[config.mk]
export PLATFORM = sky130hd
export DESIGN_NAME = hazard_stall_controller
export DESIGN_NICKNAME = d
export VERILOG_FILES = /design/src/rtl/hazard_stall_controller.sv
export SDC_FILE = /design/constraint.sdc
export NUM_CORES = 1
export LEC_CHECK = 0
export CORE_AREA = 8 8 77 79
export DETAILED_ROUTE_END_ITERATION = 7
export DIE_AREA = 0 0 85 87
export GPL_TIMING_DRIVEN = 0
export PLACE_DENSITY = 0.88
export SYNTH_ARGS = -nofsm -noshare
export SYNTH_HDL_FRONTEND = slang
export SYNTH_SLANG_ARGS = --single-unit
[constraint.sdc]
create_clock -name clk -period 3.96 [get_ports clk]
set_input_delay 0.792 -clock clk [delete_from_list [all_inputs] [get_ports clk]]
set_output_delay 0.792 -clock clk [all_outputs]
set_load 0.005 [all_outputs]
[src/rtl/hazard_stall_controller.sv]
// Pipeline sequencing controller: decides advance/stall/bubble/flush/freeze per cycle and owns halt.
// Define STALL_PERF_CNT_EN to build the stall-cycle and flush-event performance counters.
module hazard_stall_controller #(
  parameter int REG_ADDR_W  = 5,
  parameter int ECALL_REG   = 17,
  parameter int MEM_TIMEOUT = 255
) (
  input  logic                  clk,
  input  logic                  reset,
  input  logic [REG_ADDR_W-1:0] id_rs1,
  input  logic [REG_ADDR_W-1:0] id_rs2,
  input  logic                  id_use_rs1,
  input  logic                  id_use_rs2,
  input  logic                  id_is_ecall,
  input  logic [REG_ADDR_W-1:0] id_ex_rd,
  input  logic                  id_ex_reg_write,
  input  logic                  id_ex_mem_read,
  input  logic [REG_ADDR_W-1:0] ex_mem_rd,
  input  logic                  ex_mem_mem_read,
  input  logic                  ex_mispredict,
  input  logic                  dmem_req,
  input  logic                  dmem_ready,
  input  logic                  wb_halt,
  output logic                  pc_write,
  output logic                  if_id_write,
  output logic                  if_id_flush,
  output logic                  id_ex_bubble,
  output logic                  pipe_freeze,
  output logic                  halted,
  output logic                  mem_timeout,
  output logic [31:0]           perf_stall_cycles,
  output logic [31:0]           perf_flush_count
);

  localparam int                    CNT_W         = 16;
  localparam logic [CNT_W-1:0]      TIMEOUT_LIMIT = CNT_W'(MEM_TIMEOUT);
  localparam logic [REG_ADDR_W-1:0] ECALL_ADDR    = REG_ADDR_W'(ECALL_REG);

  typedef enum logic [1:0] {
    ST_RUN      = 2'd0,
    ST_MEM_WAIT = 2'd1,
    ST_HALTED   = 2'd2
  } state_t;

  state_t           state_reg, state_next;
  logic [CNT_W-1:0] wait_cnt_reg, wait_cnt_next;
  logic             mem_timeout_reg, mem_timeout_next;

  // ------------------------------------------------------------------
  // Hazard terms that forwarding cannot cover
  // ------------------------------------------------------------------
  logic [1:0]            src_use;
  logic [REG_ADDR_W-1:0] src_addr [2];
  logic [1:0]            src_load_hit;
  logic                  load_use;
  logic                  ecall_haz;
  logic                  miss;

  assign src_use     = {id_use_rs2, id_use_rs1};
  assign src_addr[0] = id_rs1;
  assign src_addr[1] = id_rs2;

  generate
    for (genvar gi = 0; gi < 2; gi++) begin : g_src
      assign src_load_hit[gi] = src_use[gi] && (src_addr[gi] == id_ex_rd);
    end
  endgenerate

  // rd != 0 also guarantees an x0 source operand never matches.
  assign load_use  = id_ex_mem_read && (id_ex_rd != '0) && (|src_load_hit);
  assign ecall_haz = id_is_ecall &&
                     ((id_ex_reg_write && (id_ex_rd == ECALL_ADDR)) ||
                      (ex_mem_mem_read && (ex_mem_rd == ECALL_ADDR)));
  assign miss      = dmem_req && !dmem_ready;

  // ------------------------------------------------------------------
  // RUN-state output rules, reused on the cycle a memory wait completes
  // ------------------------------------------------------------------
  logic run_pc_write, run_if_id_write, run_if_id_flush, run_id_ex_bubble, run_pipe_freeze;

  always_comb begin
    run_pc_write     = 1'b0;
    run_if_id_write  = 1'b0;
    run_if_id_flush  = 1'b0;
    run_id_ex_bubble = 1'b0;
    run_pipe_freeze  = 1'b0;
    if (miss) begin
      run_pipe_freeze  = 1'b1;
    end else if (ex_mispredict) begin
      run_pc_write     = 1'b1;
      run_if_id_write  = 1'b1;
      run_if_id_flush  = 1'b1;
      run_id_ex_bubble = 1'b1;
    end else if (load_use || ecall_haz) begin
      run_id_ex_bubble = 1'b1;
    end else begin
      run_pc_write     = 1'b1;
      run_if_id_write  = 1'b1;
    end
  end

  // ------------------------------------------------------------------
  // State-dependent outputs and next-state logic
  // ------------------------------------------------------------------
  logic pc_write_c, if_id_write_c, if_id_flush_c, id_ex_bubble_c, pipe_freeze_c, halted_c;

  always_comb begin
    pc_write_c       = 1'b0;
    if_id_write_c    = 1'b0;
    if_id_flush_c    = 1'b0;
    id_ex_bubble_c   = 1'b0;
    pipe_freeze_c    = 1'b0;
    halted_c         = 1'b0;
    state_next       = state_reg;
    wait_cnt_next    = wait_cnt_reg;
    mem_timeout_next = mem_timeout_reg;

    case (state_reg)
      ST_RUN: begin
        pc_write_c     = run_pc_write;
        if_id_write_c  = run_if_id_write;
        if_id_flush_c  = run_if_id_flush;
        id_ex_bubble_c = run_id_ex_bubble;
        pipe_freeze_c  = run_pipe_freeze;
        if (wb_halt) begin
          state_next = ST_HALTED;
        end else if (miss) begin
          state_next    = ST_MEM_WAIT;
          wait_cnt_next = '0;
        end
      end

      ST_MEM_WAIT: begin
        if (dmem_ready) begin
          // Freeze releases in the completing cycle so the stalled work moves on immediately.
          pc_write_c     = run_pc_write;
          if_id_write_c  = run_if_id_write;
          if_id_flush_c  = run_if_id_flush;
          id_ex_bubble_c = run_id_ex_bubble;
          pipe_freeze_c  = run_pipe_freeze;
          state_next     = ST_RUN;
          wait_cnt_next  = '0;
        end else begin
          // EX is frozen, so a mispredict pulse here is stale and re-presented later.
          pipe_freeze_c = 1'b1;
          if (wait_cnt_reg != TIMEOUT_LIMIT) begin
            wait_cnt_next = wait_cnt_reg + CNT_W'(1);
          end
          if (wait_cnt_next == TIMEOUT_LIMIT) begin
            mem_timeout_next = 1'b1;
          end
        end
      end

      ST_HALTED: begin
        pipe_freeze_c = 1'b1;
        halted_c      = 1'b1;
      end

      default: begin
        state_next = ST_RUN;
      end
    endcase
  end

  always_ff @(posedge clk or negedge reset) begin
    if (!reset) begin
      state_reg       <= ST_RUN;
      wait_cnt_reg    <= '0;
      mem_timeout_reg <= 1'b0;
    end else begin
      state_reg       <= state_next;
      wait_cnt_reg    <= wait_cnt_next;
      mem_timeout_reg <= mem_timeout_next;
    end
  end

  // Reset overrides the combinational outputs so the pipeline is held safe while reset is low.
  assign pc_write     = reset & pc_write_c;
  assign if_id_write  = reset & if_id_write_c;
  assign if_id_flush  = reset & if_id_flush_c;
  assign id_ex_bubble = ~reset | id_ex_bubble_c;
  assign pipe_freeze  = ~reset | pipe_freeze_c;
  assign halted       = reset & halted_c;
  assign mem_timeout  = mem_timeout_reg;

  // ------------------------------------------------------------------
  // Optional performance counters
  // ------------------------------------------------------------------
`ifdef STALL_PERF_CNT_EN
  logic [31:0] perf_stall_reg;
  logic [31:0] perf_flush_reg;

  always_ff @(posedge clk or negedge reset) begin
    if (!reset) begin
      perf_stall_reg <= '0;
      perf_flush_reg <= '0;
    end else begin
      if (!pc_write_c && (state_reg != ST_HALTED) && (perf_stall_reg != 32'hFFFF_FFFF)) begin
        perf_stall_reg <= perf_stall_reg + 32'd1;
      end
      if (if_id_flush_c && (perf_flush_reg != 32'hFFFF_FFFF)) begin
        perf_flush_reg <= perf_flush_reg + 32'd1;
      end
    end
  end

  assign perf_stall_cycles = perf_stall_reg;
  assign perf_flush_count  = perf_flush_reg;
`else
  assign perf_stall_cycles = 32'd0;
  assign perf_flush_count  = 32'd0;
`endif

endmodule

==> flow_summary.yaml <==
drt:
  routedWlPerCell_um: 12.4
  dr.first_iter.drc_count: 142
  routed_wl_um: 5140
  vias: 1959
  viasPerCell: 4.74
  drt_pass1_iterations: 4
  detail-route-antenna-nets: 0
  drc: 0
logic_synthesis:
  synth_top_area_cell: "buf_4"
  synth_seq_cells: 19
  avgSynthCellArea_sq_um: 7.94
  ys_top_cells_by_area: "buf_4, dfrtp_1, o21ai_0"
  synthDistinctLibCells: 44
  ys_warn_count: 0
  synth_edf_count: 0
  netlist_instances: 252
  netlist_area_sq_um: 2000
  yosys.area.top_type_share: 0.248
  synthArstFlopShare: 1.00
  synth_seq_area_share: 0.238
  synth_flop_cell: "dfrtp_1"
global_route:
  grt_overflow: 0
  antenna_found_initial: 0
  grt_max_degree: 24
  grt_use_met2: 0.248
  grt_pass1_wl_um: 8020
  grt_pass1_vias: 1850
  met1_usage: 0.127
  met3_usage: 0.0330
  grt_usage: 0.132
  top_usage_layer: "met2"
clock_network:
  cts_made_buffers: 3
  cts-htree-levels: 1
  cts_tree: "yes"
  post_cts_resized: 0
  holdBufCountCts: 0
  clk_latency_ns: 0.27
  clockBufferDepth: 2
  clk_pin_slew_ns: 0.07
  cts_setup_buffers: 0
  cts-root-buf: "clkbuf_8"
  cts.sinks: 19
power_and_ir_drop:
  p_leak_uw: 0.00135
  ir_drop_v: 0.0000843
  p_total_uw: 474
  powerDensity_nw_per_um2: 173
outcome:
  status: "complete, no violations"
timing:
  fin_skew_ns: 0.00504
  period_share: 0.945
  timing.final.crit_period_ns: 3.74
  slew-limit-headroom: 0.368
  setup_tns_ns: 0
  finalSetupViolCount: 0
  fmax_ghz: 0.267
  holdWs_ns: 0.485
  rsz0062_at_grt: "false"
  maxSlewViolCount: 0
  worstMarginPinSlew_ns: 0.945
  final-hold-violation-count: 0
floorplan:
  num_io_pins: 103
  die-area_sq_um: 7400
  die_y_um: 87
  core_sq_um: 4850
  die_w_um: 85
  row_count: 26
  start_util: 0.413
setup_path:
  endpoint_kind: "primary output"
  worst_ep_required_time_ns: 3.17
  crit_fanout: 4
  startpoint_type: "input port"
  critical_path_class: "in2out"
  rr_worst_depth: 8
  cp.arrival_ns: 2.95
place:
  dp_hpwl_um: 4250
  io_buffers: 38
  place.gp.congestion: 0.922
  dpl-instance-area_sq_um: 2690
finish:
  largest_reg_flops: 16
  syn_to_final_growth_pct: 36.6
  design_area_sq_um: 2730
  finalNetCount: 391
  drive_above_1_share: 0.227
  utilization: 0.564
  fillers: 442
  n_antenna_cell: 0
hold_path:
  hold_depth: 2
  hold_path_class: "reg2reg"
run:
  cap_viol_max_count: 0
==> cells in the final DEF, fill, tap and decap left out, drive strengths merged, types with 2 or more instances in the layout <==
cell type / count
nor2: 20
and4: 2
clkbuf: 11
nand2: 14
dfrtp: 19
and3: 4
a31oi: 5
buf: 68
a22o: 2
inv: 5
and2: 4
nand3: 12
nor3: 3
xor2: 10
xnor2: 5
a21oi: 16
nor3b: 2
o31ai: 4
o21ai: 20
nor4: 5
clkdlybuf4s50: 38
nand4: 7
conb: 64
==> cells in the mapped netlist, drive strengths merged, types with 2 or more instances <==
master / number
a21oi: 16
a22o: 2
a31oi: 5
and2: 4
and3: 4
and4: 2
buf: 68
clkbuf: 7
dfrtp: 19
inv: 5
nand2: 14
nand3: 12
nand4: 7
nor2: 20
nor3: 3
nor3b: 2
nor4: 5
o21ai: 20
o31ai: 4
xnor2: 5
xor2: 10
==> logic make-up (layout without fill, tap and decap cells) <==
family,after synthesis,in the layout,synth area share
other,1,64,0.00187
xor gates and xnor gates,15,15,0.0656
muxes,2,2,0.0106
DFF,19,19,0.238
AOI/OAI and AO/OA,55,55,0.166
buffers and inverters,80,122,0.291
and+or+nand+nor,79,79,0.221
adders and majority gates,1,1,0.00625
==> per-layer routing <==
| layer | vias up | wire (um) |
|---|---|---|
| met4 | 0 | 214 |
| met3 | 19 | 371 |
| li1 | 960 | - |
| met2 | 91 | 2740 |
| met5 | - | 0 |
| met1 | 889 | 1810 |
==> power breakdown <==
group | leakage [uW] | internal, uW | switching (uW)
sequential | 0.000252 | 196 | 3.45
combinational | 0.00107 | 82.8 | 49.7
clock | 0.0000228 | 71.8 | 70.3
==> worst max-delay path, cell delays in order <==
cell and delay [ns]:
clkdlybuf4s50_1 0.56, xor2_1 0.18, nor4_1 0.07, and3_1 0.16, a31oi_1 0.22, o21ai_0 0.13, a21oi_1 0.21, buf_4 0.14
clkdlybuf4s50_1 0.49
==> final cells by class <==
cell class / instances / area, sq um / area share
Multi-Input combinational cell: 216 / 1180 / 0.432
Clock buffer: 4 / 45.0 / 0.0165
Buffer: 75 / 564 / 0.206
Timing Repair Buffer: 38 / 380 / 0.139
Inverter: 5 / 18.8 / 0.00686
Tap cell: 56 / 70.1 / 0.0256
Sequential cell: 19 / 475 / 0.174
==> worst paths after layout <==
check | startpoint | slack, ns | endpoint
max | id_ex_rd[4] | 0.22 | pc_write
min | mem_timeout$_DFFE_PN0P_ | 0.49 | mem_timeout$_DFFE_PN0P_
max reg2reg | wait_cnt_reg[0]$_DFFE_PN0P_ | 1.62 | mem_timeout$_DFFE_PN0P_
min reg2reg | mem_timeout$_DFFE_PN0P_ | 0.49 | mem_timeout$_DFFE_PN0P_
max in group asynchronous | reset | 2.33 | wait_cnt_reg[3]$_DFFE_PN0P_
min in group asynchronous | reset | 1.05 | wait_cnt_reg[9]$_DFFE_PN0P_
==> through the flow <==
step | cells | setup slack, ns
global route | 413 | 0.0244
global placement | 409 | 0.246
floorplan | 315 | 1.32
finish | 413 | 0.219
CTS | 413 | 0.187
detailed placement | 409 | 0.178
Note: power is estimated with default switching activity, not from simulation.
